[config.mk]
export PLATFORM = sky130hd
export DESIGN_NAME = i3c_ahb_csr_bridge
export DESIGN_NICKNAME = d
export VERILOG_FILES = /design/src/rtl/i3c_ahb_if_pkg.sv /design/src/rtl/i3c_ahb_lane_ctrl.sv /design/src/rtl/i3c_ahb_csr_bridge.sv
export SDC_FILE = /design/constraint.sdc
export NUM_CORES = 1
export LEC_CHECK = 0
export BUFFER_PORTS_ARGS = -buffer_cell sky130_fd_sc_hd__buf_2
export CELL_PAD_IN_SITES_DETAIL_PLACEMENT = 1
export CELL_PAD_IN_SITES_GLOBAL_PLACEMENT = 1
export CORE_MARGIN = 5
export CORE_UTILIZATION = 24
export CTS_CLUSTER_DIAMETER = 50
export DETAILED_ROUTE_END_ITERATION = 10
export GPL_ROUTABILITY_DRIVEN = 0
export PLACE_DENSITY_LB_ADDON = 0.25
export SYNTH_ARGS = -nofsm -noshare
export SYNTH_HDL_FRONTEND = slang
export SYNTH_SLANG_ARGS = --single-unit
[constraint.sdc]
create_clock -name hclk_i -period 1.8 [get_ports hclk_i]
set_input_delay 0.18 -clock hclk_i [delete_from_list [all_inputs] [get_ports hclk_i]]
set_output_delay 0.18 -clock hclk_i [all_outputs]
set_load 0.05 [all_outputs]
[src/rtl/i3c_ahb_if_pkg.sv]
// Shared definitions for the I3C AHB-to-CSR bridge: width constants, AHB encodings, bridge state.
// Latency: n/a (package).
// Backpressure: n/a (package).
package i3c_ahb_if_pkg;

   localparam int CSR_DW = 32;

   localparam logic [1:0] HTRANS_IDLE   = 2'b00;
   localparam logic [1:0] HTRANS_BUSY   = 2'b01;
   localparam logic [1:0] HTRANS_NONSEQ = 2'b10;
   localparam logic [1:0] HTRANS_SEQ    = 2'b11;

   localparam logic [2:0] HSIZE_BYTE = 3'b000;
   localparam logic [2:0] HSIZE_HALF = 3'b001;
   localparam logic [2:0] HSIZE_WORD = 3'b010;

   typedef enum logic [2:0] {
      ST_IDLE,
      ST_REQ,
      ST_WAIT,
      ST_DONE,
      ST_ERR1,
      ST_ERR2
   } bridge_state_e;

   // Low address bits that must be zero for a transfer of the given size.
   function automatic logic size_misaligned(input logic [2:0] size, input logic [1:0] addr_lo);
      case (size)
         HSIZE_HALF: return addr_lo[0];
         HSIZE_WORD: return |addr_lo;
         default:    return 1'b0;
      endcase
   endfunction

endpackage

[src/rtl/i3c_ahb_lane_ctrl.sv]
// Selects the 32-bit write lane from the AHB write bus and builds CSR bit enables from size/address.
// Latency: purely combinational.
// Backpressure: none; follows its inputs.
// Ports: hsize_i/addr_i = captured transfer size and low address bits, hwdata_i = AHB write bus,
//        wr_data_o = selected 32-bit lane, wr_biten_o = per-bit write enables.
module i3c_ahb_lane_ctrl
   import i3c_ahb_if_pkg::*;
#(
   parameter int AHB_DATA_WIDTH = 64,
   parameter int LANE_ADDR_W    = $clog2(AHB_DATA_WIDTH / 8)
) (
   input  logic [2:0]                hsize_i,
   input  logic [LANE_ADDR_W-1:0]    addr_i,
   input  logic [AHB_DATA_WIDTH-1:0] hwdata_i,
   output logic [CSR_DW-1:0]         wr_data_o,
   output logic [CSR_DW-1:0]         wr_biten_o
);

   generate
      if (AHB_DATA_WIDTH == CSR_DW) begin : g_one_lane
         assign wr_data_o = hwdata_i;
      end else begin : g_lane_mux
         // Address bits above the word offset pick which 32-bit slice of hwdata carries the data.
         logic [LANE_ADDR_W-3:0] lane;
         assign lane      = addr_i[LANE_ADDR_W-1:2];
         assign wr_data_o = hwdata_i[{lane, 5'd0} +: CSR_DW];
      end
   endgenerate

   always_comb begin
      wr_biten_o = '1;
      case (hsize_i)
         HSIZE_BYTE: wr_biten_o = 32'h0000_00FF << {addr_i[1:0], 3'b000};
         HSIZE_HALF: wr_biten_o = 32'h0000_FFFF << {addr_i[1:0], 3'b000};
         default:    wr_biten_o = '1;
      endcase
   end

endmodule

[src/rtl/i3c_ahb_csr_bridge.sv]
// AHB-Lite subordinate turning each AHB transfer into one CSR (s_cpuif) request for the I3C block.
// Latency: min 1 wait state (request in first data cycle, OKAY next cycle if ack is immediate).
// Backpressure: stall_wr/stall_rd hold the request; AHB wait states are inserted until the CSR ack.
// Ports: AHB side hsel/haddr/hsize/htrans/hwrite/hwdata/hready in, hrdata/hreadyout/hresp out;
//        CSR side s_cpuif_req/_req_is_wr/_addr/_wr_data/_wr_biten out, stalls, acks, errs, rd_data in.
// Option: define I3C_AHB_BRIDGE_TIMEOUT_EN to add an ack watchdog of TIMEOUT_CYCLES cycles.
module i3c_ahb_csr_bridge
   import i3c_ahb_if_pkg::*;
#(
   parameter int AHB_ADDR_WIDTH = 32,
   parameter int AHB_DATA_WIDTH = 64,
   parameter int CSR_ADDR_WIDTH = 12,
   parameter int CSR_DATA_WIDTH = 32,
   parameter int TIMEOUT_CYCLES = 256
) (
   input  logic                      hclk_i,
   input  logic                      hreset_n_i,
   input  logic [AHB_ADDR_WIDTH-1:0] haddr,
   input  logic [2:0]                hsize,
   input  logic [1:0]                htrans,
   input  logic                      hwrite,
   input  logic [AHB_DATA_WIDTH-1:0] hwdata,
   input  logic                      hsel,
   input  logic                      hready,
   output logic [AHB_DATA_WIDTH-1:0] hrdata,
   output logic                      hreadyout,
   output logic                      hresp,
   output logic                      s_cpuif_req,
   output logic                      s_cpuif_req_is_wr,
   output logic [CSR_ADDR_WIDTH-1:0] s_cpuif_addr,
   output logic [CSR_DATA_WIDTH-1:0] s_cpuif_wr_data,
   output logic [CSR_DATA_WIDTH-1:0] s_cpuif_wr_biten,
   input  logic                      s_cpuif_req_stall_wr,
   input  logic                      s_cpuif_req_stall_rd,
   input  logic                      s_cpuif_rd_ack,
   input  logic                      s_cpuif_rd_err,
   input  logic [CSR_DATA_WIDTH-1:0] s_cpuif_rd_data,
   input  logic                      s_cpuif_wr_ack,
   input  logic                      s_cpuif_wr_err
);

   bridge_state_e             state_q, state_d;
   logic [CSR_ADDR_WIDTH-1:0] haddr_q, haddr_d;
   logic                      hwrite_q, hwrite_d;
   logic [2:0]                hsize_q, hsize_d;
   logic [CSR_DATA_WIDTH-1:0] rd_data_q, rd_data_d;

   logic accept;
   logic out_of_window;
   logic acc_err;
   logic req_go;
   logic ack_m;
   logic err_m;
   logic tmo_hit;

   assign hreadyout = (state_q == ST_IDLE) || (state_q == ST_DONE) || (state_q == ST_ERR2);
   assign hresp     = (state_q == ST_ERR1) || (state_q == ST_ERR2);

   assign accept = hsel && hready && hreadyout &&
                   ((htrans == HTRANS_NONSEQ) || (htrans == HTRANS_SEQ));

   generate
      if (AHB_ADDR_WIDTH > CSR_ADDR_WIDTH) begin : g_window
         assign out_of_window = |haddr[AHB_ADDR_WIDTH-1:CSR_ADDR_WIDTH];
      end else begin : g_no_window
         assign out_of_window = 1'b0;
      end
   endgenerate

   assign acc_err = (hsize > HSIZE_WORD) || size_misaligned(hsize, haddr[1:0]) || out_of_window;

   // Only the ack/err of the direction in flight counts; the other direction is ignored.
   assign req_go = !(hwrite_q ? s_cpuif_req_stall_wr : s_cpuif_req_stall_rd);
   assign ack_m  = hwrite_q ? s_cpuif_wr_ack : s_cpuif_rd_ack;
   assign err_m  = hwrite_q ? s_cpuif_wr_err : s_cpuif_rd_err;

   always_comb begin
      state_d     = state_q;
      haddr_d     = haddr_q;
      hwrite_d    = hwrite_q;
      hsize_d     = hsize_q;
      rd_data_d   = rd_data_q;
      s_cpuif_req = 1'b0;
      case (state_q)
         ST_IDLE, ST_DONE, ST_ERR2: begin
            if (accept) begin
               haddr_d  = haddr[CSR_ADDR_WIDTH-1:0];
               hwrite_d = hwrite;
               hsize_d  = hsize;
               state_d  = acc_err ? ST_ERR1 : ST_REQ;
            end else begin
               state_d = ST_IDLE;
            end
         end
         ST_REQ: begin
            s_cpuif_req = req_go;
            if (req_go && ack_m) begin
               state_d = err_m ? ST_ERR1 : ST_DONE;
               if (!hwrite_q && !err_m) rd_data_d = s_cpuif_rd_data;
            end else if (tmo_hit) begin
               state_d = ST_ERR1;
            end else if (req_go) begin
               state_d = ST_WAIT;
            end
         end
         ST_WAIT: begin
            if (ack_m) begin
               state_d = err_m ? ST_ERR1 : ST_DONE;
               if (!hwrite_q && !err_m) rd_data_d = s_cpuif_rd_data;
            end else if (tmo_hit) begin
               state_d = ST_ERR1;
            end
         end
         ST_ERR1: state_d = ST_ERR2;
         default: state_d = ST_IDLE;
      endcase
   end

`ifdef I3C_AHB_BRIDGE_TIMEOUT_EN
   localparam int TMO_W = $clog2(TIMEOUT_CYCLES) + 1;
   logic [TMO_W-1:0] tmo_cnt_q, tmo_cnt_d;

   // Counts every cycle spent in REQ or WAIT, restarting on each new entry to REQ.
   always_comb begin
      tmo_cnt_d = tmo_cnt_q;
      if ((state_d == ST_REQ) && (state_q != ST_REQ)) begin
         tmo_cnt_d = '0;
      end else if ((state_q == ST_REQ) || (state_q == ST_WAIT)) begin
         tmo_cnt_d = tmo_cnt_q + TMO_W'(1);
      end
   end

   always_ff @(posedge hclk_i or negedge hreset_n_i) begin
      if (!hreset_n_i) tmo_cnt_q <= '0;
      else             tmo_cnt_q <= tmo_cnt_d;
   end

   assign tmo_hit = (tmo_cnt_q == TMO_W'(TIMEOUT_CYCLES - 1));
`else
   assign tmo_hit = 1'b0;
`endif

   always_ff @(posedge hclk_i or negedge hreset_n_i) begin
      if (!hreset_n_i) begin
         state_q   <= ST_IDLE;
         haddr_q   <= '0;
         hwrite_q  <= 1'b0;
         hsize_q   <= '0;
         rd_data_q <= '0;
      end else begin
         state_q   <= state_d;
         haddr_q   <= haddr_d;
         hwrite_q  <= hwrite_d;
         hsize_q   <= hsize_d;
         rd_data_q <= rd_data_d;
      end
   end

   assign hrdata            = {(AHB_DATA_WIDTH / CSR_DATA_WIDTH){rd_data_q}};
   assign s_cpuif_req_is_wr = hwrite_q;
   assign s_cpuif_addr      = {haddr_q[CSR_ADDR_WIDTH-1:2], 2'b00};

   i3c_ahb_lane_ctrl #(
      .AHB_DATA_WIDTH (AHB_DATA_WIDTH)
   ) u_lane_ctrl (
      .hsize_i    (hsize_q),
      .addr_i     (haddr_q[$clog2(AHB_DATA_WIDTH/8)-1:0]),
      .hwdata_i   (hwdata),
      .wr_data_o  (s_cpuif_wr_data),
      .wr_biten_o (s_cpuif_wr_biten)
   );

endmodule
==> results of run 1 <==
-- flip-flops by register name (all words and copies together), names as in the netlist --
register and count:
rd_data_q 32, haddr_q 12, hsize_q 3, state_q 3
s_cpuif_req_is_wr 1
-- layer usage --
layer,vias to the layer above,global-route usage (%)
met4,0,3.85
met3,15,3.21
met2,119,24.0
li1,1290,-
met5,-,0
met1,1308,13.0
-- timing repair --
item	CTS	global route
endpoints found under the setup margin	11	19
resized for setup	4	5
hold buffers	1	0
hold endpoints to repair	51	0
-- per-stage QoR --
| step | cell area [sq um] | TNS, ns | hold WS, ns | setup WS [ns] | utilization, % |
|---|---|---|---|---|---|
| 6_report | 4670 | 0 | 0.112 | 0.0614 | 35.0 |
| 5_1_grt | 4670 | -0.0582 | 0.103 | -0.0118 | 35.0 |
| 4_1_cts | 4640 | 0 | 0.100 | 0.0178 | 34.8 |
| 3_5_place_dp | 4470 | -0.00642 | 0.200 | -0.00642 | 33.5 |
| 3_3_place_gp | 4470 | 0 | 0.202 | 0.0428 | 33.5 |
| 2_1_floorplan | 3370 | -7.60 | -0.116 | -0.205 | - |
-- final timing paths --
path	cells past startpoint	slack (ns)	start	endpoint
worst max register to register	4	0.06	s_cpuif_req_is_wr	rd_data_q[23]
worst min-delay path	2	0.11	hwrite	s_cpuif_req_is_wr
worst max-delay path	4	0.06	s_cpuif_req_is_wr	rd_data_q[23]
min in group asynchronous	3	0.40	hreset_n_i	rd_data_q[1]
worst min register to register	1	0.51	haddr_q[9]	haddr_q[9]
max in group asynchronous	3	1.14	hreset_n_i	s_cpuif_req_is_wr
-- cells by family (layout without fill, tap and decap cells) --
kind of cell | after synthesis | in the layout
compound gates | 16 | 16
xor+xnor | 1 | 1
buf+inv | 84 | 303
flops | 51 | 51
mux | 84 | 84
other cells | 1 | 2
simple gates | 30 | 30
-- layout by cell type (no fill, tap or decap), types with 3 or more instances in the layout --
cell | synthesis | routed
clkbuf_16 | 0 | 5
nand2_1 | 4 | 4
buf_4 | 72 | 5
buf_2 | 2 | 283
nor2_1 | 4 | 3
mux2_4 | 30 | 40
nor4_1 | 4 | 4
buf_12 | 3 | 4
o21ai_0 | 6 | 4
mux2_2 | 41 | 39
dfrtp_1 | 51 | 49
nor3_1 | 4 | 4
-- worst reg2reg max path, cell delays in order (launching register included) --
cell and delay, ns:
dfrtp_2 0.45, or3b_4 0.42, nor3_4 0.18, buf_12 0.24
mux2_4 0.34
-- final cells by class --
| type | instances | share of cell area, % |
|---|---|---|
| flip-flops and latches | 51 | 27.4 |
| clock buffers | 5 | 2.68 |
| multi-input cells | 133 | 31.2 |
| well taps | 176 | 4.72 |
| repair buffers | 294 | 33.3 |
| clock inverters | 3 | 0.536 |
| inverters | 1 | 0.0805 |
==> impl_metrics.json, run 1 <==
{
  "syn_to_final_growth_pct": 41.6,
  "syn_area_sq_um": 3300,
  "clock_latency_ns": 0.29,
  "dp_hpwl_um": 9100,
  "clock-sinks": 51,
  "synth_top_area_cell": "dfrtp_1",
  "yosysWarningCount": 0,
  "start_util_pct": 24.7,
  "critPathBufInv": 1,
  "path_delay_family": "simple AND/OR/NAND/NOR gates",
  "synth_edf_count": 0,
  "hold_violations": 0,
  "grt_use_total_pct": 12.4,
  "end_kind": "flip-flop",
  "synth-compound-area-share_pct": 3.34,
  "overflow": 0,
  "max_freq_mhz": 575,
  "root_buffer": "clkbuf_16",
  "routed.top_layer": "met4",
  "ys_seq_area_share_pct": 38.7,
  "synth_top_family_by_area": "multiplexers",
  "synth_ff_type": "dfrtp_1",
  "drive_above_1_share_pct": 80.9,
  "max_cap_viol_count": 0,
  "drtPass1Iterations": 3,
  "viasPerCell": 4.12,
  "drc": 0,
  "fin_crit_ns": 1.74,
  "drt_iter0_markers": 63,
  "synth_cells": 267,
  "post_cts_buffers": 0,
  "fin_crit_sh_pct": 96.6,
  "synth_commonest_cells": "buf_4, dfrtp_1, mux2_2",
  "cts_inserted_buffers": 5,
  "dieArea_sq_um": 16200,
  "ys_seq_elements": 51,
  "grt_max_degree": 52,
  "synth_adder_area_share_pct": 0,
  "critPathArrivalTime_ns": 1.91,
  "critPathKind": "flip-flop to flip-flop",
  "final-seq-area_sq_um": 1280,
  "port_buffers": 284,
  "synth-async-reset-ratio_pct": 100,
  "clock_path_buffers": 2,
  "path_clk_slew_ns": 0.07,
  "post-synth-top-count-cell": "buf_4",
  "multiInputGateArea_sq_um": 1460,
  "synth_top_cell_area_share_pct": 38.7,
  "crit_path_cell_trace": "or3b_4 -> nor3_4 -> buf_12 -> mux2_4",
  "cp_slowest_cell": "dfrtp_2",
  "core_area_sq_um": 13300,
  "route.met3.wl_um": 758,
  "wire_per_inst_um": 16.1,
  "crit_path_start_kind": "flip-flop",
  "met2_length_um": 5980,
  "rsz0062_at_grt": "true",
  "diodes": 0,
  "cp_max_fo": 23,
  "synth_area_per_cell_sq_um": 12.3,
  "grt_pass1_vias": 2973,
  "cp_slowest_stage_delay_ns": 0.45,
  "vias": 2732,
  "synth_area_leaders": "dfrtp_1, buf_4, mux2_2",
  "cts_tree": "yes",
  "synth_simple_gate_area_share_pct": 5.43,
  "skew_ns": 0.00546,
  "drt-total-wl_um": 10700,
  "dieHeight_um": 127,
  "placed_cells_incl_taps": 654,
  "drv_slew": 0,
  "synthMuxAreaShare_pct": 32.3,
  "grt_pass1_wl_um": 16200,
  "die_x_um": 127,
  "postRouteAntennaNets": 0,
  "nNetsFinal": 630,
  "required_ns": 1.98,
  "pin_count": 288,
  "finalSetupViolCount": 0,
  "final_cells": 663,
  "synthXorXnorAreaFrac_pct": 0.266,
  "ys_types": 37,
  "fill_cells": 1570,
  "grt_antenna_before_repair": 0,
  "hold_class": "input pin to flip-flop",
  "cts_htree_levels": 2,
  "status": "finished clean",
  "wl_met1_um": 3750,
  "rows": 42
}
Power of run 1 is not shown: default switching activity piles up to over one toggle a cycle in this logic, so the estimate is an artifact.
==> run 2, diff against run 1 <==
- CORE_UTILIZATION: 24 -> 25
- SYNTH_HIERARCHICAL: unset -> 1
==> run 2 against run 1 <==
Net effect: first-iteration DRC count decreased by 30%; maximum frequency is 2.1% lower; flip-flop and latch count is the same; synthesized cell count rose by 1.5%; count of clock-buffer cells in the layout increased by 1; critical path depth increased by 1.
==> impl_metrics.json, run 2 <==
{
  "cts_htree_levels": 2,
  "status": "finished clean",
  "root_buffer": "clkbuf_16",
  "rsz0062_at_grt": "true",
  "largest_reg_flops": 32,
  "pin_count": 288,
  "start_util_pct": 25.3,
  "fin_crit_sh_pct": 98.6,
  "drt-total-wl_um": 11800,
  "drt_iter0_markers": 44,
  "crit_path_cell_trace": "or3b_4 -> a21oi_4 -> o211ai_4 -> buf_12 -> mux2_4",
  "rows": 43,
  "max_freq_mhz": 563,
  "end_kind": "flip-flop",
  "cts_inserted_buffers": 5,
  "drive_above_1_share_pct": 80.2,
  "clock_path_buffers": 2,
  "synth-async-reset-ratio_pct": 100,
  "crit_path_start_kind": "flip-flop",
  "worst_hold_slack_ns": 0.110,
  "synth_area_per_cell_sq_um": 12.8,
  "synth_top_cell_area_share_pct": 36.8,
  "dieHeight_um": 128,
  "hold_class": "input pin to flip-flop",
  "layout_setup_ws_ns": 0.0249,
  "synth_edf_count": 0,
  "die_x_um": 128,
  "drv_slew": 0,
  "required_ns": 1.98,
  "cp_slowest_stage_delay_ns": 0.45,
  "syn_area_sq_um": 3470,
  "grt_pass1_vias": 3119,
  "wire_per_inst_um": 17.5,
  "grt_antenna_before_repair": 2,
  "dp_slack_ns": 0.0322,
  "post_cts_buffers": 0,
  "fin_crit_ns": 1.78,
  "vias": 2851,
  "mostFrequentLayoutCells": "buf_2, mux2_4, dfrtp_1",
  "critPathArrivalTime_ns": 1.95,
  "stdcell_area_sq_um": 4780,
  "ys_types": 38,
  "cp_slowest_cell": "dfrtp_2",
  "dp_hpwl_um": 9900,
  "cts_tree": "yes",
  "overflow": 0,
  "nNetsFinal": 637,
  "synth_area_leaders": "dfrtp_1, mux2_4, buf_4",
  "ys_seq_area_share_pct": 36.8,
  "hold_violations": 0,
  "final_util_pct": 34.9,
  "dieArea_sq_um": 16300,
  "clock-sinks": 51,
  "placed_area_sq_um": 4600,
  "core_area_sq_um": 13700,
  "reg.largest.list": "rd_data_q (32), haddr_q (12)",
  "critPathKind": "flip-flop to flip-flop",
  "grt_max_degree": 33,
  "synth_commonest_cells": "buf_4, mux2_4, dfrtp_1",
  "finalSetupViolCount": 0,
  "viasPerCell": 4.22,
  "regMostFlops": "rd_data_q",
  "relSlewSlack_pct": 63.8,
  "clock_latency_ns": 0.30,
  "post-synth-top-count-cell": "buf_4",
  "port_buffers": 284,
  "grt_use_total_pct": 13.6,
  "yosysWarningCount": 6,
  "synth_ff_type": "dfrtp_1",
  "path_clk_slew_ns": 0.07,
  "tightest_slew_ns": 0.543,
  "grt_pass1_wl_um": 17300,
  "synth_cells": 271,
  "postRouteAntennaNets": 0,
  "drc": 0,
  "synth_top_area_cell": "dfrtp_1",
  "final_common_cell": "buf_2",
  "cp_max_fo": 24,
  "max_cap_viol_count": 0,
  "ys_seq_elements": 51,
  "syn_to_final_growth_pct": 37.8,
  "skew_ns": 0.00897,
  "drtPass1Iterations": 4
}
[run 2: metrics by stage]
step                      cells  setup TNS [ns]
final                       676               0
after global routing        676          -0.699
after detailed placement    665               0
after CTS                   674               0
after global placement      665               0
after floorplan             272           -6.58
[run 2: cell families (layout without fill, tap and decap cells)]
group           after synthesis  count (layout)  synth area share (%)
mux                          83              83                  33.4
buf+inv                      84             306                  19.6
compound gates               20              20                  4.87
simple gates                 31              31                  5.01
flops                        51              51                  36.8
xor+xnor                      1               1                 0.252
other cells                   1               4                 0.108
[run 2: cell type report]
class	instances	area, sq um
repair buffers	297	1570
diodes	2	5.00
flip-flops and latches	51	1280
inverters	1	3.75
clock inverters	2	16.3
well taps	180	225
clock buffers	6	139
fillers	1585	8940
multi-input cells	137	1540
[run 2: worst max-delay path: cells and delay by family (launching register included)]
kind / cells / cell delay (ns)
flip-flops: 1 / 0.45
AO/OA/AOI/OAI: 2 / 0.27
buffers and inverters: 1 / 0.20
multiplexers: 1 / 0.31
AND/OR/NAND/NOR: 1 / 0.41
[run 2: path summary, 6_finish.rpt]
kind	from	end	slack, ns	depth (start not counted)
worst max register to register	s_cpuif_req_is_wr	rd_data_q[15]	0.02	5
max in group asynchronous	hreset_n_i	haddr_q[8]	0.83	3
worst min-delay path	s_cpuif_rd_data[10]	rd_data_q[10]	0.11	2
min in group asynchronous	hreset_n_i	rd_data_q[10]	0.39	2
worst max-delay path	s_cpuif_req_is_wr	rd_data_q[15]	0.02	5
worst min register to register	haddr_q[3]	haddr_q[3]	0.51	1
[run 2: metal layers]
metal	up-vias	share of wire (%)	global-route usage, %
li1	1316	-	-
met1	1343	36	14.6
met2	179	50	24.2
met3	13	12	4.88
met4	0	2.4	5.37
met5	-	0	0
[run 2: timing repair]
item	CTS	global route
endpoints found under the hold margin	19	0
resized for setup	1	2
setup endpoints to repair	8	33
hold buffers	1	0
Power of run 2 is left out for the same reason.
==> run 3, diff against run 2 <==
- REMOVE_ABC_BUFFERS: unset -> 1
- clock period: 1.8 -> 1.5 ns (I/O delays scaled with it)
==> run 3 against run 2 <==
Net effect: the flow now finishes with violations (negative setup slack); count of clock-buffer cells in the layout is 1 lower; flip-flop and latch count stayed put; first-iteration DRC count is 41% lower; utilization is 9.4 points higher; worst setup slack worse by 0.27 ns; maximum frequency is 1.7% higher; critical path depth is 1 higher; sequential share of layout area is 5.6 points lower; via count is 6.0% higher; clock skew is 0.00064 ns lower; register-to-register slack worse by 0.27 ns; critical endpoint is now rd_data_q[11].
==> impl_metrics.json, run 3 (synthesis gave the netlist of run 2 again) <==
{
  "regMostFlops": "rd_data_q",
  "required_ns": 1.68,
  "wl_met1_um": 4990,
  "drc": 0,
  "cts_inserted_buffers": 5,
  "wire_per_inst_um": 18.5,
  "max_cap_viol_count": 0,
  "core_area_sq_um": 13700,
  "rows": 43,
  "max_freq_mhz": 573,
  "critPathKind": "flip-flop to flip-flop",
  "syn_to_final_growth_pct": 74.9,
  "drt-total-wl_um": 13100,
  "placed_area_sq_um": 4640,
  "clock_latency_ns": 0.29,
  "layout_setup_ws_ns": -0.245,
  "clock_path_buffers": 2,
  "rsz0062_at_grt": "true",
  "reg.largest.list": "rd_data_q (32), haddr_q (12)",
  "dp_hpwl_um": 9330,
  "cts_htree_levels": 2,
  "hold_class": "input pin to flip-flop",
  "status": "complete, but fails checks",
  "grt_pass1_vias": 3325,
  "vias": 3021,
  "drv_slew": 0,
  "path_clk_slew_ns": 0.07,
  "final_common_cell": "buf_2",
  "fin_crit_sh_pct": 116,
  "mostFrequentLayoutCells": "buf_2, mux2_4, buf_6",
  "drtPass1Iterations": 4,
  "dieHeight_um": 128,
  "violations": "negative setup slack",
  "pin_count": 288,
  "viasPerCell": 4.25,
  "grt_pass1_wl_um": 17800,
  "largest_reg_flops": 32,
  "crit_path_start_kind": "flip-flop",
  "route.met3.wl_um": 1230,
  "diodes": 0,
  "skew_ns": 0.00834,
  "nNetsFinal": 674,
  "cp_max_fo": 5,
  "critPathArrivalTime_ns": 1.92,
  "postRouteAntennaNets": 0,
  "stdcell_area_sq_um": 6070,
  "overflow": 0,
  "final_util_pct": 44.2,
  "routed.top_layer": "met4",
  "drive_above_1_share_pct": 85.5,
  "grt_max_degree": 36,
  "port_buffers": 284,
  "hold_violations": 0,
  "die_x_um": 128,
  "cts_tree": "yes",
  "root_buffer": "clkbuf_16",
  "met2_length_um": 6700,
  "grt_use_total_pct": 13.8,
  "fin_crit_ns": 1.75,
  "start_util_pct": 25.3,
  "clock-sinks": 51,
  "finalSetupViolCount": 107,
  "end_kind": "flip-flop",
  "drt_iter0_markers": 26,
  "grt_antenna_before_repair": 0,
  "dieArea_sq_um": 16300
}
==> run 3: what timing repair did <==
action	4_1_cts	5_1_grt
endpoints found under the hold margin	16	0
setup endpoints to repair	117	118
hold buffers	1	0
pin swaps	9	13
gates cloned	3	2
setup buffers	12	19
gates resized for setup	176	102
==> run 3: area by class of cell <==
| class | count | area [sq um] |
|---|---|---|
| Fill cell | 1506 | 7650 |
| Timing Repair Buffer | 334 | 2640 |
| Multi-Input combinational cell | 137 | 1760 |
| Sequential cell | 51 | 1280 |
| Tap cell | 180 | 225 |
| Clock buffer | 5 | 125 |
| Clock inverter | 2 | 37.5 |
| Inverter | 1 | 3.75 |
==> run 3: per-stage QoR <==
stage | worst slack, ns | cells | hold WS (ns) | TNS, ns
2_1_floorplan | -7.29 | 189 | -0.146 | -225.92
3_3_place_gp | -0.192 | 673 | 0.141 | -8.33
3_5_place_dp | -0.236 | 673 | 0.141 | -10.53
4_1_cts | -0.244 | 696 | 0.0747 | -14.40
5_1_grt | -0.337 | 710 | 0.0739 | -20.03
6_report | -0.245 | 710 | 0.0842 | -14.54
==> run 3: layer usage <==
layer,up-vias,GRT usage (%)
met1,1433,16.2
li1,1386,-
met3,11,4.58
met2,191,24.1
met5,-,0
met4,0,3.56
==> run 3: critical path: stages, from the launching register on <==
cell       delay, ns
dfrtp_1         0.38
or3b_4          0.40
a21oi_4         0.16
o211ai_4        0.10
buf_12          0.15
clkbuf_16       0.16
mux2_4          0.29
==> run 3: final timing paths <==
kind | from | end | slack (ns) | depth (start not counted)
max in group asynchronous | hreset_n_i | haddr_q[2] | 0.60 | 3
worst max-delay path | s_cpuif_req_is_wr | rd_data_q[11] | -0.25 | 6
worst min-delay path | s_cpuif_rd_data[7] | rd_data_q[7] | 0.08 | 2
min in group asynchronous | hreset_n_i | rd_data_q[5] | 0.34 | 2
worst min register to register | haddr_q[6] | haddr_q[6] | 0.51 | 1
worst max register to register | s_cpuif_req_is_wr | rd_data_q[11] | -0.25 | 6
Power of run 3 is left out for the same reason.
